## config.mk

```make
export PLATFORM = sky130hd
export DESIGN_NAME = amba_arbiter_rr
export DESIGN_NICKNAME = d
export VERILOG_FILES = /design/src/rtl/amba_arbiter_rr.sv
export SDC_FILE = /design/constraint.sdc
export NUM_CORES = 1
export LEC_CHECK = 0
export ABC_CLOCK_PERIOD_IN_PS = 1800
export CAP_MARGIN = 20
export CORE_AREA = 8 8 45 47
export CTS_BUF_LIST = sky130_fd_sc_hd__clkbuf_16
export CTS_CLUSTER_DIAMETER = 100
export DETAILED_ROUTE_END_ITERATION = 8
export DIE_AREA = 0 0 53 55
export GPL_TIMING_DRIVEN = 0
export PLACE_DENSITY_LB_ADDON = 0.05
export SETUP_SLACK_MARGIN = 0.2
export SLEW_MARGIN = 25
export SYNTH_ARGS = -nofsm -noshare
export SYNTH_HDL_FRONTEND = slang
export SYNTH_SLANG_ARGS = --single-unit
```

## constraint.sdc

```tcl
create_clock -name clk -period 1.8 [get_ports clk]
set_input_delay 0.36 -clock clk [delete_from_list [all_inputs] [get_ports clk]]
set_output_delay 0.36 -clock clk [all_outputs]
set_load 0.05 [all_outputs]
```

## src/rtl/amba_arbiter_rr.sv

```systemverilog
// -----------------------------------------------------------------------------
// amba_arbiter_rr
//   Round-robin AHB bus arbiter. Shares one AHB slave path between NMASTER
//   masters, drives a registered one-hot grant plus the address-phase and
//   data-phase owner indices that steer the external haddr/hwdata muxes.
//   While another master is waiting, a tenure is capped at MAX_BEATS
//   accepted transfers so no single master can starve the others.
//
//   Optional feature (macro AMBA_ARB_LOCK_EN): adds a per-master hlock input.
//   While the current owner holds hlock, neither the beat cap nor an IDLE
//   with other requests pending ends its tenure; only dropping hbusreq does.
//
// Parameters
//   NMASTER     number of requesting masters (2..8)
//   MAX_BEATS   accepted transfers per tenure while others request (>=1)
//   DEF_MASTER  master parked on the bus when nobody requests
//
// Ports
//   clk           system clock, rising edge
//   rst_n         synchronous active-low reset
//   hbusreq       per-master level request
//   hlock         per-master lock (only with AMBA_ARB_LOCK_EN)
//   htrans        htrans of the current address-phase owner (post-mux)
//   hready        bus-wide hready
//   hgrant        one-hot grant, registered
//   hmaster       address-phase owner index
//   hmaster_data  data-phase owner index (hwdata mux select)
//   busy          1 while a requesting master holds the grant
// -----------------------------------------------------------------------------
module amba_arbiter_rr #(
   parameter int NMASTER    = 2,
   parameter int MAX_BEATS  = 4,
   parameter int DEF_MASTER = 0
) (
   input  logic                       clk,
   input  logic                       rst_n,
   input  logic [NMASTER-1:0]         hbusreq,
`ifdef AMBA_ARB_LOCK_EN
   input  logic [NMASTER-1:0]         hlock,
`endif
   input  logic [1:0]                 htrans,
   input  logic                       hready,
   output logic [NMASTER-1:0]         hgrant,
   output logic [$clog2(NMASTER)-1:0] hmaster,
   output logic [$clog2(NMASTER)-1:0] hmaster_data,
   output logic                       busy
);

   localparam int IW = $clog2(NMASTER);
   localparam int BW = $clog2(MAX_BEATS + 1);

   localparam logic [1:0] HTRANS_IDLE = 2'b00;

   // PARK: default master holds the bus for nobody.
   // OWN: a requesting master holds the bus.
   // HANDOFF: owner's tenure is over but hready=0 freezes the grant; the
   //   move happens on the first hready=1 edge.
   typedef enum logic [1:0] {PARK, OWN, HANDOFF} state_t;

   state_t               state_reg, state_next;
   logic [NMASTER-1:0]   hgrant_reg, grant_next;
   logic [IW-1:0]        hmaster_reg, hmaster_data_reg;
   logic [IW-1:0]        rr_ptr_reg, win_idx;
   logic [BW-1:0]        beat_cnt_reg;
   logic [IW:0]          cand;
   logic                 found;
   logic                 owner_req, other_req, owner_lock;
   logic                 xfer, beat, idle_hit, limit_hit;
   logic                 rearb_cond, rearb;

   assign owner_req = |(hbusreq & hgrant_reg);
   assign other_req = |(hbusreq & ~hgrant_reg);
`ifdef AMBA_ARB_LOCK_EN
   assign owner_lock = |(hlock & hgrant_reg);
`else
   assign owner_lock = 1'b0;
`endif

   // NONSEQ (10) and SEQ (11) are the only transfer types that count as beats
   assign xfer = htrans[1];
   assign beat = hready & xfer;

   assign idle_hit  = other_req & (htrans == HTRANS_IDLE) & ~owner_lock;
   // A saturated counter also forces a yield, so a master that ran alone
   // past the cap still gives up the bus as soon as someone else asks.
   assign limit_hit = other_req & ~owner_lock &
                      ((beat_cnt_reg == BW'(MAX_BEATS)) |
                       ((beat_cnt_reg == BW'(MAX_BEATS - 1)) & xfer));

   // Tenure-ending condition, evaluated independent of hready so a stalled
   // handoff can be flagged; it only takes effect on an hready cycle.
   assign rearb_cond = ~owner_req | idle_hit | limit_hit;
   assign rearb      = hready & ((state_reg == PARK) | rearb_cond);

   // Round-robin search starting one past the last winner; the last winner
   // is therefore checked last and only wins when it is the sole requester.
   always_comb begin
      found   = 1'b0;
      win_idx = IW'(DEF_MASTER);
      cand    = '0;
      for (int k = 1; k <= NMASTER; k++) begin
         cand = {1'b0, rr_ptr_reg} + (IW+1)'(k);
         if (cand >= (IW+1)'(NMASTER))
            cand = cand - (IW+1)'(NMASTER);
         if (!found && hbusreq[cand[IW-1:0]]) begin
            found   = 1'b1;
            win_idx = cand[IW-1:0];
         end
      end
   end

   for (genvar gi = 0; gi < NMASTER; gi++) begin : g_onehot
      assign grant_next[gi] = (win_idx == IW'(gi));
   end

   // FSM state register
   always_ff @(posedge clk) begin
      if (!rst_n)
         state_reg <= PARK;
      else
         state_reg <= state_next;
   end

   // FSM next-state logic
   always_comb begin
      state_next = state_reg;
      if (!hready) begin
         if (state_reg != PARK)
            state_next = rearb_cond ? HANDOFF : OWN;
      end else if (rearb) begin
         state_next = found ? OWN : PARK;
      end else begin
         state_next = OWN;
      end
   end

   // FSM outputs
   always_comb begin
      busy = (state_reg == OWN);
   end

   // Grant, owner pipeline, beat counter and round-robin pointer; all of it
   // is frozen while hready=0.
   always_ff @(posedge clk) begin
      if (!rst_n) begin
         hgrant_reg       <= NMASTER'(1) << DEF_MASTER;
         hmaster_reg      <= IW'(DEF_MASTER);
         hmaster_data_reg <= IW'(DEF_MASTER);
         beat_cnt_reg     <= '0;
         rr_ptr_reg       <= IW'(DEF_MASTER);
      end else if (hready) begin
         hmaster_data_reg <= hmaster_reg;
         if (rearb) begin
            hgrant_reg   <= grant_next;
            hmaster_reg  <= win_idx;
            beat_cnt_reg <= '0;
            if (found)
               rr_ptr_reg <= win_idx;
         end else if (beat && (beat_cnt_reg != BW'(MAX_BEATS))) begin
            beat_cnt_reg <= beat_cnt_reg + BW'(1);
         end
      end
   end

   assign hgrant       = hgrant_reg;
   assign hmaster      = hmaster_reg;
   assign hmaster_data = hmaster_data_reg;

endmodule

```

* Word level (Yosys, flattened, before mapping)
Cells that the tools add are included.
** Storage, ports and cells
- Register bits after elaboration :: 10
- Input port bits :: 7
- Output and inout port bits :: 5
** Cells by class
- Add/subtract/negate cells :: 5
- Order comparisons :: 4
- Equal/unequal tests :: 4
- Multiplexer cells :: 17
- Bitwise operators :: 14
- Reduce and logical (&&, ||, !) cells :: 13
** Operators by type and width (number)
- $mux W1 :: 12
- $mux W2 :: 3
- $mux W3 :: 2
- $reduce_bool A2 Y1 :: 3
- $and A1 B1 Y1 :: 5
- $and A2 B2 Y2 :: 2
- $ge A2 B2 Y1 const B :: 2
- $logic_not A2 Y1 :: 2
- $lt A1 B2 Y1 const B :: 2
- $or A1 B1 Y1 :: 4
- $reduce_and A2 Y1 :: 2
- $reduce_or A2 Y1 :: 2
- $add A3 B1 Y3 const B :: 1
- $eq A3 B2 Y1 const B :: 1
- $eq A3 B3 Y1 const B :: 1
- $ne A3 B3 Y1 const B :: 1
- $reduce_and A3 Y1 :: 1
- $add A1 B1 Y2 const B :: 1
- $add A1 B2 Y2 const B :: 1
- $eq A2 B1 Y1 const B :: 1
- $logic_and A1 B1 Y1 :: 2
- $not A1 Y1 :: 2
- $not A2 Y2 :: 1
- $sub A1 B1 Y1 const B :: 2
- $logic_not A1 Y1 :: 1

* Logic depth before layout (Yosys ltp)
- Word-level depth :: 12
- Mapped depth :: 6
- Gate-level depth less buffers :: 6

* Least setup slack after synthesis
No wires, ideal clock.
- Path kind :: register to register
- From :: register beat_cnt_reg[0]
- To :: register hgrant_reg[1], in the netlist hgrant[1]
- Setup time :: 0.121 ns
- Data arrival time :: 1.498 ns
- Setup slack :: 0.181 ns
- Cell stages (with the launch flop) :: 7
- Path buffers :: 0
- Period minus slack after synthesis :: 1.619 ns
- Cells stage by stage :: dfxtp_1 ha_1 ha_1 and2_1 o32ai_4 a21boi_4 mux2_4
** Between the ends
- Longest elaborated chain between the ends :: 8
** RTL lines
- start, declared :: RTL line 64 : logic [BW-1:0] beat_cnt_reg;
- start signal, assigned :: RTL line 160 : beat_cnt_reg <= beat_cnt_reg + BW'(1);
- $eq A3 B2 Y1 :: RTL line 88 : ((beat_cnt_reg == BW'(MAX_BEATS - 1)) & xfer));
- $and A1 B1 Y1 :: RTL line 88
- $or A1 B1 Y1 * :: RTL line 87 : ((beat_cnt_reg == BW'(MAX_BEATS)) |
- $and A1 B1 Y1 * :: RTL line 86 : assign limit_hit = other_req & ~owner_lock &
- $or A1 B1 Y1 * :: RTL line 92 : assign rearb_cond = ~owner_req | idle_hit | limit_hit;
- $or A1 B1 Y1 * :: RTL line 93 : assign rearb = hready & ((state_reg == PARK) | rearb_cond);
- $and A1 B1 Y1 * :: RTL line 93
- $reduce_and A2 Y1 (no line) *
- end signal, assigned :: RTL line 146 : hgrant_reg <= NMASTER'(1) << DEF_MASTER;
- end signal, assigned :: RTL line 154 : hgrant_reg <= grant_next;
- end, declared :: RTL line 61 : logic [NMASTER-1:0] hgrant_reg, grant_next;
Mark *: on every way between the ends. The rest lies on a longest branch, timed or not.
A chain may end at the register's enable or synchronous reset.

==> out/metrics.csv <==
metric;value;unit
status;finished, final reports clean;
r2r_start;beat_cnt_reg[1]$_SDFFE_PN0P_;
antenna_found_initial;0;
p_leak;0.366;nW
ys_ff_latch;9;
switching_share;24.1;%
postSynthCellCount;54;
drv_slew;0;
synth_ff_type;dfxtp_1;
crit_path_top_delay_cell;dlygate4sd2_1;
dieWidth;53;um
crit_chain;dlygate4sd2_1;
grt_first_pass_wirelength;1.95;mm
core_area;1380;um^2
wl;1.18;mm
irDropWorstVdd;0.580;mV
crit_start;hgrant[1]$_SDFFE_PN0P_;
routed_via_density;4.83;
dieHeight;55;um
end_kind;output pin;
cts-htree-levels;1;
worstSetupEndpoint;hmaster;
hold_path_class;primary input to flop;
period_share;86.9;%
seq_area_frac_synth;35.5;%
ff2ff_path_depth;6;
multi_input_area;363;um^2
io_pins;12;
yosysTopAreaCell;dfxtp_1;
dp_slack;-158;ps
power_density;907;nW/um^2
yosysMostFrequentCell;dfxtp_1;
skew;2.72;ps
grt_pass1_vias;452;
finalWeightedCongestion;0.679;
rsz0062_at_grt;false;
first_pass_iters;4;
synthTopCellsByCount;dfxtp_1 (9), nand2_1 (5), nor2_1 (5), inv_1 (4);
setup_viol_count_final;0;
max_stage_delay;560;ps
clockBufferDepth;2;
fin_area;808;um^2
period_minus_slack;1560;ps
slew_headroom;67.4;%
num_vias;435;
numCtsBuffers;3;
tightest_slew;491;ps
area_delta_synth_final;59.1;%
cts_sinks;9;
largest_reg_flops;3;
cp.required;1440;ps
synth_edf_count;0;
p_int;0.000556;W
synth_area_leaders;dfxtp_1 (35%), ha_1 (7.4%), mux2i_1 (5.9%), o32ai_4 (5.4%), a21boi_4 (3.7%);
initial_core_util;36.7;%
grt_start_max_net_pins;8;
hold_viol;0;
fillers;126;
final_layout_size_suffix_gt1_share;37.8;%
combPwrFrac;16.9;%
synthArstFlopShare;0;%
finish.utilization;58.4;%
grt_use_total;9.41;%
nets;85;
place_area;638;um^2
regToRegEndpoint;hgrant[1]$_SDFFE_PN0P_;
hold_start;hready;
avgSynthCellArea;9.41;um^2
path_class;flop to output pin;
clk_latency;240;ps
root_buffer;clkbuf_16;
synth_area;508;um^2
grt-ovfl-total;0;
timing.fmax;639;MHz
cts.reportedPaths.clkPinSlew;40;ps
ys_types;23;
ant_nets;0;
p_switching;0.000177;W
synth.top_cell.area_share;35.5;%
cts_tree;yes;
wire_per_inst;13.1;um
portBuffers;11;
dp_hpwl;801;um
seq_power_share;30.0;%
antenna_cells_inserted;0;
timing.final.ws_setup;236;ps
first_iter_violations;2;
die_area;2920;um^2
drcViolationCount;0;
cp.depth;1;
worstPathMaxFanout;6;
cp_top_family;buffers and inverters;
num_rows;14;
maxCapViolCount;0;
synth_nets;64;
cp-start-kind;flop;
r2r_slack;250;ps
seqCellArea;183;um^2
p_clk_share;53.1;%
yosys_warnings;0;
cp_num_buf_inv;1;
critPathArrivalTime;1200;ps
==> worst reg2reg max path, cell delays in order, from the launching register on <==
cell	delay [ps]
dfxtp_2	330
ha_4	170
ha_4	140
and2_4	150
o32ai_4	250
a21boi_4	100
mux2_4	300
==> per-stage QoR <==
| stage | hold slack, ps | TNS (ps) | instances | power (W) |
|---|---|---|---|---|
| final | 481 | 0 | 90 | 0.000733 |
| after floorplan | 443 | 0 | 54 | 0.000294 |
| after global placement | 464 | -177 | 81 | 0.000335 |
| after CTS | 486 | 0 | 88 | 0.000727 |
| after global routing | 515 | 0 | 90 | 0.000762 |
| after detailed placement | 476 | -158 | 81 | 0.000335 |
==> placed cells by master (no fill, tap or decap), types with 2 or more instances in the layout <==
master,synthesis,final
mux2i_1,3,3
dfxtp_1,9,7
and2b_1,2,2
clkbuf_2,0,2
o21ai_0,2,2
a21oi_1,3,3
nor3_2,0,2
inv_2,0,2
dfxtp_2,0,2
dlymetal6s2s_1,0,3
nand2_1,5,5
inv_1,4,3
dlygate4sd2_1,0,3
buf_4,1,6
clkdlybuf4s50_1,0,3
clkbuf_16,0,3
and2_4,1,2
ha_4,0,3
nor2_1,5,5
==> power by group through the flow <==
stage / Combinational (W) / Sequential [W] / Clock (W)
3_3_place_gp: 0.000113 / 0.000222 / 0
6_report: 0.000124 / 0.000220 / 0.000389
4_1_cts: 0.000115 / 0.000220 / 0.000392
3_5_place_dp: 0.000113 / 0.000222 / 0
2_1_floorplan: 0.0000594 / 0.000234 / 0
5_1_grt: 0.000133 / 0.000222 / 0.000407
==> how the worst min path moves through the flow <==
stage                                 to  slack (ps)  cells past startpoint
6_report       state_reg[1]$_SDFFE_PN0P_         480                      2
5_1_grt        state_reg[1]$_SDFFE_PN0P_         520                      2
4_1_cts          rr_ptr_reg$_SDFFE_PN0P_         490                      2
3_5_place_dp     rr_ptr_reg$_SDFFE_PN0P_         480                      2
3_3_place_gp     rr_ptr_reg$_SDFFE_PN0P_         460                      2
2_1_floorplan  state_reg[1]$_SDFFE_PN0P_         440                      1
==> layout make-up <==
class | instances | share of cell area (%)
inverters | 4 | 1.86
clock inverters | 1 | 0.464
repair buffers | 16 | 17.5
plain buffers | 1 | 0.929
flip-flops and latches | 9 | 22.6
well taps | 16 | 2.48
multi-input cells | 40 | 44.9
clock buffers | 3 | 9.29
==> kinds of logic after synthesis <==
family                     Yosys count  synth area share, %
and+or+nand+nor                     20                 20.0
adders and majority gates            3                 7.39
muxes                                4                 8.87
buffers and inverters                5                 4.43
DFF                                  9                 35.5
AOI/OAI and AO/OA                   12                 22.2
xor gates and xnor gates             1                 1.72
==> metal layers <==
layer  global-route usage [%]  share of wire [%]  up-vias
met2                     13.3                 43       13
met1                     10.5                 48      193
met3                     4.55                6.4        4
met4                     7.76                2.5        0
met5                        0                  0        -
li1                         -                  -      225
==> what timing repair did <==
action,CTS,global route
gates resized for setup,12,16
pin swaps,2,4
buffers inserted,3,2
hold buffers,0,0
endpoints found under the setup margin,6,10
endpoints found under the hold margin,0,0
(Power assumes the default switching activity.)
